## config.mk

```make
export PLATFORM = sky130hd
export DESIGN_NAME = pixel_stream_writer
export DESIGN_NICKNAME = d
export VERILOG_FILES = /design/src/rtl/pixel_stream_writer.sv
export SDC_FILE = /design/constraint.sdc
export NUM_CORES = 1
export LEC_CHECK = 0
export ABC_AREA = 1
export ABC_CLOCK_PERIOD_IN_PS = 2800
export CAP_MARGIN = 15
export CORE_UTILIZATION = 30
export CTS_CLUSTER_DIAMETER = 120
export DETAILED_ROUTE_END_ITERATION = 7
export MAX_ROUTING_LAYER = met4
export PLACE_DENSITY = 0.59
export SYNTH_ARGS = -nofsm -noshare
export SYNTH_HDL_FRONTEND = slang
export SYNTH_SLANG_ARGS = --single-unit
```

## constraint.sdc

```tcl
create_clock -name ctrl_clk -period 2.8 [get_ports ctrl_clk]
set_input_delay 0.56 -clock ctrl_clk [delete_from_list [all_inputs] [get_ports ctrl_clk]]
set_output_delay 0.56 -clock ctrl_clk [all_outputs]
set_load 0.02 [all_outputs]
```

## src/rtl/pixel_stream_writer.sv

```systemverilog
// Byte-stream to LED frame-buffer writer: parses row/column headers followed by
// RGB triplets and issues one registered memory write per completed pixel.
module pixel_stream_writer #(
   parameter int unsigned CHAINED     = 2,
   parameter int unsigned INPUT_DEPTH = 6
) (
   input  logic        ctrl_clk,
   input  logic        reset,
   input  logic [7:0]  s_data,
   input  logic        s_valid,
   input  logic        s_last,
   output logic        s_ready,
   output logic        ctrl_en,
   output logic [3:0]  ctrl_wr,
   output logic [15:0] ctrl_addr,
   output logic [23:0] ctrl_wdat,
   output logic        line_done,
   output logic        pkt_err
);

   localparam int unsigned MaxLed = 64 * CHAINED;
   localparam int unsigned ColW   = 6 + $clog2(CHAINED);
   // One spare bit so the column can sit at MaxLed after the final write without wrapping.
   localparam logic [ColW:0] ColEnd = (ColW + 1)'(MaxLed);

   typedef enum logic [2:0] {
      StIdle,
      StCol,
      StRed,
      StGrn,
      StBlu,
      StWrite,
      StDrop
   } state_e;

   state_e                 state_q, state_d;
   logic [5:0]             row_q, row_d;
   logic [ColW:0]          col_q, col_d;
   logic [INPUT_DEPTH-1:0] red_q, red_d;
   logic [INPUT_DEPTH-1:0] grn_q, grn_d;
   logic                   last_q, last_d;
   logic                   ready_q, ready_d;
   logic                   en_q, en_d;
   logic [3:0]             wr_q, wr_d;
   logic [15:0]            addr_q, addr_d;
   logic [23:0]            wdat_q, wdat_d;
   logic                   done_q, done_d;
   logic                   err_q, err_d;
   logic                   accept;

   assign accept    = s_valid && ready_q;
   assign s_ready   = ready_q;
   assign ctrl_en   = en_q;
   assign ctrl_wr   = wr_q;
   assign ctrl_addr = addr_q;
   assign ctrl_wdat = wdat_q;
   assign line_done = done_q;
   assign pkt_err   = err_q;

   // Next-state, datapath latching and registered-output staging.
   always_comb begin
      state_d = state_q;
      row_d   = row_q;
      col_d   = col_q;
      red_d   = red_q;
      grn_d   = grn_q;
      last_d  = last_q;
      en_d    = 1'b0;
      wr_d    = 4'b0000;
      addr_d  = 16'h0000;
      wdat_d  = 24'h000000;
      done_d  = 1'b0;
      err_d   = 1'b0;

      unique case (state_q)
         StIdle: begin
            if (accept) begin
               if (s_data[7:6] != 2'b00) begin
                  if (s_last) begin
                     err_d = 1'b1;
                  end else begin
                     state_d = StDrop;
                  end
               end else if (s_last) begin
                  // Row byte alone is a truncated header.
                  err_d = 1'b1;
               end else begin
                  row_d   = s_data[5:0];
                  state_d = StCol;
               end
            end
         end
         StCol: begin
            if (accept) begin
               if (32'(s_data) >= MaxLed) begin
                  if (s_last) begin
                     err_d   = 1'b1;
                     state_d = StIdle;
                  end else begin
                     state_d = StDrop;
                  end
               end else if (s_last) begin
                  done_d  = 1'b1;
                  state_d = StIdle;
               end else begin
                  col_d   = (ColW + 1)'(s_data);
                  state_d = StRed;
               end
            end
         end
         StRed: begin
            if (accept) begin
               if (s_last) begin
                  err_d   = 1'b1;
                  state_d = StIdle;
               end else begin
                  red_d   = s_data[7 -: INPUT_DEPTH];
                  state_d = StGrn;
               end
            end
         end
         StGrn: begin
            if (accept) begin
               if (s_last) begin
                  err_d   = 1'b1;
                  state_d = StIdle;
               end else begin
                  grn_d   = s_data[7 -: INPUT_DEPTH];
                  state_d = StBlu;
               end
            end
         end
         StBlu: begin
            if (accept) begin
               en_d                       = 1'b1;
               wr_d                       = 4'b0111;
               addr_d                     = 16'({row_q, col_q[ColW-1:0]});
               wdat_d[16 +: INPUT_DEPTH]  = red_q;
               wdat_d[8 +: INPUT_DEPTH]   = grn_q;
               wdat_d[0 +: INPUT_DEPTH]   = s_data[7 -: INPUT_DEPTH];
               done_d                     = s_last;
               last_d                     = s_last;
               state_d                    = StWrite;
            end
         end
         StWrite: begin
            col_d = col_q + 1'b1;
            if (last_q) begin
               state_d = StIdle;
            end else if (col_q + 1'b1 == ColEnd) begin
               state_d = StDrop;
            end else begin
               state_d = StRed;
            end
         end
         StDrop: begin
            if (accept && s_last) begin
               err_d   = 1'b1;
               state_d = StIdle;
            end
         end
         default: begin
            state_d = StIdle;
         end
      endcase

      // Stall input only during the write cycle.
      ready_d = (state_d != StWrite);
   end

   // State and output registers with asynchronous active-high reset.
   always_ff @(posedge ctrl_clk or posedge reset) begin
      if (reset) begin
         state_q <= StIdle;
         row_q   <= '0;
         col_q   <= '0;
         red_q   <= '0;
         grn_q   <= '0;
         last_q  <= 1'b0;
         ready_q <= 1'b0;
         en_q    <= 1'b0;
         wr_q    <= 4'b0000;
         addr_q  <= 16'h0000;
         wdat_q  <= 24'h000000;
         done_q  <= 1'b0;
         err_q   <= 1'b0;
      end else begin
         state_q <= state_d;
         row_q   <= row_d;
         col_q   <= col_d;
         red_q   <= red_d;
         grn_q   <= grn_d;
         last_q  <= last_d;
         ready_q <= ready_d;
         en_q    <= en_d;
         wr_q    <= wr_d;
         addr_q  <= addr_d;
         wdat_q  <= wdat_d;
         done_q  <= done_d;
         err_q   <= err_d;
      end
   end

endmodule
```

Word level (Yosys, flattened, before mapping)
Cells that the tools add are included.

operators by class
  equality and inequality tests = 11
  multiplexer cells = 43
  reductions and logical operators = 11
  add/sub/neg operators = 1
  order comparisons = 1
  bitwise gates (word level) = 2

operator list
  cell                                                              number
  3-bit 2-to-1 mux                                                  16
  6-bit 2-to-1 mux                                                  6
  13-bit 2-to-1 mux                                                 2
  8-bit 2-to-1 mux                                                  3
  3-bit case mux with 7 select lines                                1
  8-bit case mux with 2 select lines                                1
  1-bit 2-to-1 mux                                                  10
  3-bit == test (second input constant)                             3
  8-bit by 1-bit adder with 8-bit output (second input constant)    1
  8-bit == test (second input constant)                             1
  8-bit greater-or-equal comparator (second input constant)         1
  4-bit AND reduction                                               2
  3-bit by 2-bit == test with 1-bit output (second input constant)  2
  2-bit != test (second input constant)                             3
  3-bit AND reduction                                               2
  2-bit 2-to-1 mux                                                  2
  2-bit nonzero test                                                2
  3-bit by 1-bit == test with 1-bit output (second input constant)  1
  3-bit logical NOT                                                 1
  3-bit != test (second input constant)                             1
  1-bit case mux with 3 select lines                                1
  3-bit OR reduction                                                1
  1-bit logical AND                                                 2
  1-bit inverter                                                    2
  2 further kinds                                                   2

word-level totals
  logic and storage cells = 82
  flip-flop bits (word level) = 72
  output and inout bits = 48

Logic depth before layout (Yosys ltp)
  depth after elaboration = 6
  gate-level depth with buffers = 9
  depth with buffers taken out = 8

Least setup slack after synthesis
Ideal clock, no wire load.

  path kind = in2reg
  from = in s_valid
  to = reg row_q[5]
  data arrival time = 1.341 ns
  data required time = 2.680 ns
  stages = 8
  slack = 1.339 ns
  path buffers = 1
  setup time = 0.120 ns
  cell sequence = nand2_2 nor2_2 nand2_1 inv_1 nand3_2 buf_4 nand2_1 o21ai_2

on the way
  longest elaborated chain between the ends = 2

ends and longest elaborated chain
  item                                  RTL line  RTL
  from (decl)                           10        input logic s_valid,
  1-bit logical AND                     51        assign accept = s_valid && ready_q;
  4-bit AND reduction (no source line)  n/a
  to (signal assigned)                  189       row_q <= row_d;
  to (decl)                             37        logic [5:0] row_q, row_d;

No other way between the ends.
A chain may end at the register's enable or synchronous reset.

Worst setup path after layout
  from = reg wr_q[1] (netlist: ctrl_wr[1])
  to = out ctrl_wr[1]

RTL lines
  item                    RTL line  RTL
  from (decl)             44        logic [3:0] wr_q, wr_d;
  from (signal assigned)  196       wr_q <= wr_d;
  to (decl)               14        output logic [3:0] ctrl_wr,

No word-level cell between the ends.

==> flow_summary.html <==
<table>
<tr><th>Metric</th><th>Value</th></tr>
<tr><th colspan="2">Routing</th></tr>
<tr><td>Wirelength, routed</td><td>5750 µm</td></tr>
<tr><td>Count of unresolved DRC violations after routing</td><td>0</td></tr>
<tr><td>Vias post-DR</td><td>2071</td></tr>
<tr><td>Post-detailed-route count of antenna-violating nets</td><td>0</td></tr>
<tr><td>Average wire per cell in the routed design</td><td>12.3 µm</td></tr>
<tr><td>First drt pass iteration count</td><td>5</td></tr>
<tr><td>Iteration-0 DRC count of the detailed router</td><td>120</td></tr>
<tr><td>Vias per inst</td><td>4.42</td></tr>
<tr><th colspan="2">Synth</th></tr>
<tr><td>Complex-gate fraction of the synthesized area</td><td>0.0800</td></tr>
<tr><td>Post-synth top area cell</td><td>sky130_fd_sc_hd__dfrtp_1</td></tr>
<tr><td>Cells after Synth</td><td>307</td></tr>
<tr><td>Post-synth EDFFs</td><td>0</td></tr>
<tr><td>Post-synthesis share of cell area spent on xor and xnor gates</td><td>0.00622</td></tr>
<tr><td>Synth top area share</td><td>0.578</td></tr>
<tr><td>Cell types occupying the most area after synthesis</td><td>sky130_fd_sc_hd__dfrtp_1 (58%), sky130_fd_sc_hd__nand2_1 (8.7%), sky130_fd_sc_hd__nor2_2 (4.9%)</td></tr>
<tr><td>Cell area after synthesis</td><td>2810 µm²</td></tr>
<tr><td>Post-Synth Adder-Cell Area</td><td>0.00445</td></tr>
<tr><td>Post-synthesis cell type count</td><td>25</td></tr>
<tr><td>Post-synthesis mux area share</td><td>0</td></tr>
<tr><td>Main synth FF type</td><td>sky130_fd_sc_hd__dfrtp_1</td></tr>
<tr><td>Share of async-settable or async-resettable flops after synthesis</td><td>1.00</td></tr>
<tr><td>Mean area per synthesized cell</td><td>9.17 µm²</td></tr>
<tr><td>Yosys warns</td><td>0</td></tr>
<tr><td>Dominant combinational cell family by area after synthesis</td><td>simple AND/OR/NAND/NOR gates</td></tr>
<tr><td>Share of the yosys chip area belonging to registers</td><td>0.578</td></tr>
<tr><td>Commonest cells post-synth</td><td>sky130_fd_sc_hd__dfrtp_1 (65), sky130_fd_sc_hd__nand2_1 (65), sky130_fd_sc_hd__nor2_1 (36)</td></tr>
<tr><td>Register bit total from synthesis</td><td>65</td></tr>
<tr><td>Post-Synth Simple-Gate Area</td><td>0.230</td></tr>
<tr><th colspan="2">Worst setup path</th></tr>
<tr><td>Slowest stage delay, CP</td><td>0.62 ns</td></tr>
<tr><td>Worst setup endpoint</td><td>ctrl_wr[1]</td></tr>
<tr><td>Critical path data required time</td><td>2.24 ns</td></tr>
<tr><td>Cells along the critical path</td><td>clkdlybuf4s50_1</td></tr>
<tr><td>Start-to-end type of the worst setup path</td><td>flip-flop to output port</td></tr>
<tr><td>Beginning of the worst register-to-register path</td><td>state_q[2]</td></tr>
<tr><td>Kind of start point of the critical path</td><td>flip-flop</td></tr>
<tr><td>Worst setup slack for register-to-register paths</td><td>1.14 ns</td></tr>
<tr><td>Max FO, Critical Path</td><td>4</td></tr>
<tr><td>Crit path launch</td><td>ctrl_wr[1]</td></tr>
<tr><td>Largest delay share family, worst path</td><td>buffers and inverters</td></tr>
<tr><td>Number of logic stages on the critical path including buffering</td><td>1</td></tr>
<tr><td>Endpoint arrival time on the critical path</td><td>1.34 ns</td></tr>
<tr><td>Cell with the largest stage delay on the worst path</td><td>sky130_fd_sc_hd__clkdlybuf4s50_1</td></tr>
<tr><td>Crit. End Element</td><td>output port</td></tr>
<tr><td>Critical path buffer and inverter count</td><td>1</td></tr>
<tr><td>R2R Path End</td><td>last_q</td></tr>
<tr><td>Cells on worst reg2reg path</td><td>6</td></tr>
<tr><th colspan="2">Timing</th></tr>
<tr><td>Slew HR</td><td>0.613</td></tr>
<tr><td>Worst clock skew on the final layout</td><td>0.00617 ns</td></tr>
<tr><td>Time the worst path needs with I/O delays and setup</td><td>1.90 ns</td></tr>
<tr><td>Number of pins with negative max-slew slack in the final report</td><td>0</td></tr>
<tr><td>Unrepaired setup endpoints after global routing</td><td>no</td></tr>
<tr><td>Maximum achievable frequency</td><td>527 MHz</td></tr>
<tr><td>Smallest setup slack after layout</td><td>0.903 ns</td></tr>
<tr><td>Final-layout setup total negative slack</td><td>0 ns</td></tr>
<tr><td>Share of the clock period used by the worst path</td><td>0.677</td></tr>
<tr><td>Total setup violations reported at the end of the flow</td><td>0</td></tr>
<tr><td>Worst-Margin Slew</td><td>0.580 ns</td></tr>
<tr><td>Final Hold Vio Count</td><td>0</td></tr>
<tr><th colspan="2">GRT</th></tr>
<tr><td>Maximum number of pins on one net before global-route repair</td><td>66</td></tr>
<tr><td>Met3 GRT Util</td><td>0.0468</td></tr>
<tr><td>GRT Resource Usage Total</td><td>0.134</td></tr>
<tr><td>Global-route met2 utilization</td><td>0.203</td></tr>
<tr><td>Number of antenna violations at the first check in global routing</td><td>0</td></tr>
<tr><td>Number of global-route vias before repair</td><td>2005</td></tr>
<tr><td>Grt met1 use</td><td>0.165</td></tr>
<tr><td>Most congested layer reported by global routing</td><td>met2</td></tr>
<tr><td>First-pass GRT wire length</td><td>9750 µm</td></tr>
<tr><td>Congestion Overflow GR</td><td>0</td></tr>
<tr><th colspan="2">Power</th></tr>
<tr><td>Largest voltage drop on the vdd net</td><td>0.293 mV</td></tr>
<tr><td>Leakage power</td><td>0.00168 µW</td></tr>
<tr><td>Total power density per cell area</td><td>918 nW/µm²</td></tr>
<tr><td>Total Power Consumption</td><td>3280 µW</td></tr>
<tr><th colspan="2">Clock tree</th></tr>
<tr><td>Number of buffers on the longest clock path</td><td>2</td></tr>
<tr><td>Worst skew pair latency</td><td>0.35 ns</td></tr>
<tr><td>Root buffer cell</td><td>sky130_fd_sc_hd__clkbuf_8</td></tr>
<tr><td>CTS-repair resized insts</td><td>0</td></tr>
<tr><td>Clock slew at reported path FFs</td><td>0.07 ns</td></tr>
<tr><td>TritonCTS sink count</td><td>65</td></tr>
<tr><td>CTS hold repair buffers</td><td>0</td></tr>
<tr><td>H-tree depth</td><td>3</td></tr>
<tr><td>TritonCTS clock tree</td><td>built</td></tr>
<tr><td>CTS buffer count</td><td>9</td></tr>
<tr><td>Number of setup buffers added after CTS</td><td>0</td></tr>
<tr><th colspan="2">Placement</th></tr>
<tr><td>Port-buffer cells</td><td>49</td></tr>
<tr><td>Worst slack at placement</td><td>0.651 ns</td></tr>
<tr><td>Sum of net half-perimeters after detailed placement</td><td>4010 µm</td></tr>
<tr><td>Routability cong.</td><td>0.914</td></tr>
<tr><td>Cell total after placement</td><td>453</td></tr>
<tr><th colspan="2">Floorplan</th></tr>
<tr><td>Die boundary width</td><td>98.9 µm</td></tr>
<tr><td>Die area</td><td>9770 µm²</td></tr>
<tr><td>Number of top-level pins</td><td>60</td></tr>
<tr><td>DIE HEIGHT</td><td>98.9 µm</td></tr>
<tr><td>Row count</td><td>34</td></tr>
<tr><td>Initial core utilization</td><td>0.316</td></tr>
<tr><td>Area of the core</td><td>8890 µm²</td></tr>
<tr><th colspan="2">Layout</th></tr>
<tr><td>Non-filler instance count after layout</td><td>469</td></tr>
<tr><td>Area Overhead vs Synth</td><td>26.9%</td></tr>
<tr><td>Ant diodes</td><td>0</td></tr>
<tr><td>Layout cells sized above 1</td><td>0.161</td></tr>
<tr><td>Number of nets in the layout</td><td>369</td></tr>
<tr><td>Core occupancy in the finished layout</td><td>0.402</td></tr>
<tr><th colspan="2">Flow run</th></tr>
<tr><td>Max-capacitance violation count</td><td>0</td></tr>
<tr><th colspan="2">Status</th></tr>
<tr><td>Result of the run</td><td>completed</td></tr>
<tr><th colspan="2">Worst hold path</th></tr>
<tr><td>Worst hold path class</td><td>flip-flop to flip-flop</td></tr>
</table>
==> cells by family after synthesis <==
| group | after synthesis |
|---|---|
| AO/OA/AOI/OAI | 38 |
| XOR/XNOR | 2 |
| adder cells (fa/ha/maj) | 1 |
| buffers and inverters | 55 |
| flip-flops | 65 |
| other | 1 |
| AND/OR/NAND/NOR | 145 |
==> power by group <==
group	internal (µW)	total, µW	leakage [µW]	switching [µW]
registers	1210	1390	0.000842	181
logic	383	988	0.000728	605
clock network	528	903	0.000113	375
total	2120	3280	0.00168	1160
==> tightest hold or removal path, cell delays in order (launching register included) <==
cell                      delay, ns
sky130_fd_sc_hd__dfrtp_1       0.35
sky130_fd_sc_hd__nand2_1       0.07
sky130_fd_sc_hd__o21ai_2       0.05
==> layout make-up <==
type                            count  area [µm²]
Fill cell                         859        5320
Sequential cell                    65        1630
Multi-Input combinational cell    196         941
Timing Repair Buffer               51         518
Clock buffer                       10         138
Tap cell                          108         135
Inverter                           33         124
Clock inverter                      6        90.1
==> worst min-delay path by stage <==
stage / cells past startpoint / startpoint / to / slack, ns
2_1_floorplan: 2 / red_q[0] / red_q[0] / 0.45
3_3_place_gp: 2 / row_q[0] / row_q[0] / 0.47
3_5_place_dp: 2 / row_q[0] / row_q[0] / 0.47
4_1_cts: 2 / row_q[0] / row_q[0] / 0.49
5_1_grt: 2 / row_q[0] / row_q[0] / 0.51
6_report: 2 / row_q[0] / row_q[0] / 0.49
==> metal layers <==
layer / part of all wire / vias to the layer above
met4: 0.0097 / 0
met3: 0.063 / 8
met1: 0.46 / 957
li1: - / 1030
met5: 0 / -
met2: 0.47 / 76
==> sequential cells by signal, summed over array words and instances, names as in the netlist, 3 cells and up <==
signal,flops
grn_q,6
state_q,3
red_q,6
ctrl_wdat,18
col_q,8
ctrl_addr,13
row_q,6
==> layout by cell type (no fill, tap or decap) <==
cell type                         count
sky130_fd_sc_hd__a21oi_1              5
sky130_fd_sc_hd__buf_12               1
sky130_fd_sc_hd__buf_4                1
sky130_fd_sc_hd__bufinv_16            2
sky130_fd_sc_hd__clkbuf_8            10
sky130_fd_sc_hd__clkdlybuf4s50_1     49
sky130_fd_sc_hd__clkinv_2             1
sky130_fd_sc_hd__clkinv_4             1
sky130_fd_sc_hd__clkinvlp_4           1
sky130_fd_sc_hd__conb_1              10
sky130_fd_sc_hd__dfrtp_1             65
sky130_fd_sc_hd__ha_1                 1
sky130_fd_sc_hd__inv_1               26
sky130_fd_sc_hd__inv_2                7
sky130_fd_sc_hd__inv_6                1
sky130_fd_sc_hd__nand2_1             65
sky130_fd_sc_hd__nand2_2              1
sky130_fd_sc_hd__nand3_1             13
sky130_fd_sc_hd__nand3_2              2
sky130_fd_sc_hd__nand4_1              3
sky130_fd_sc_hd__nor2_1              36
sky130_fd_sc_hd__nor2_2              22
sky130_fd_sc_hd__nor2_4               1
sky130_fd_sc_hd__nor3_1               2
sky130_fd_sc_hd__o211ai_1             3
sky130_fd_sc_hd__o21ai_0             19
sky130_fd_sc_hd__o21ai_1              3
sky130_fd_sc_hd__o21ai_2              7
sky130_fd_sc_hd__o22ai_1              1
sky130_fd_sc_hd__xor2_1               2
==> metrics by stage <==
| stage | hold slack [ns] | cell area, µm² |
|---|---|---|
| 2_1_floorplan | 0.453 | 2850 |
| 4_1_cts | 0.488 | 3570 |
| 3_5_place_dp | 0.470 | 3340 |
| 5_1_grt | 0.511 | 3570 |
| 6_report | 0.490 | 3570 |
| 3_3_place_gp | 0.467 | 3340 |
Power figures use the tool's default switching activity.
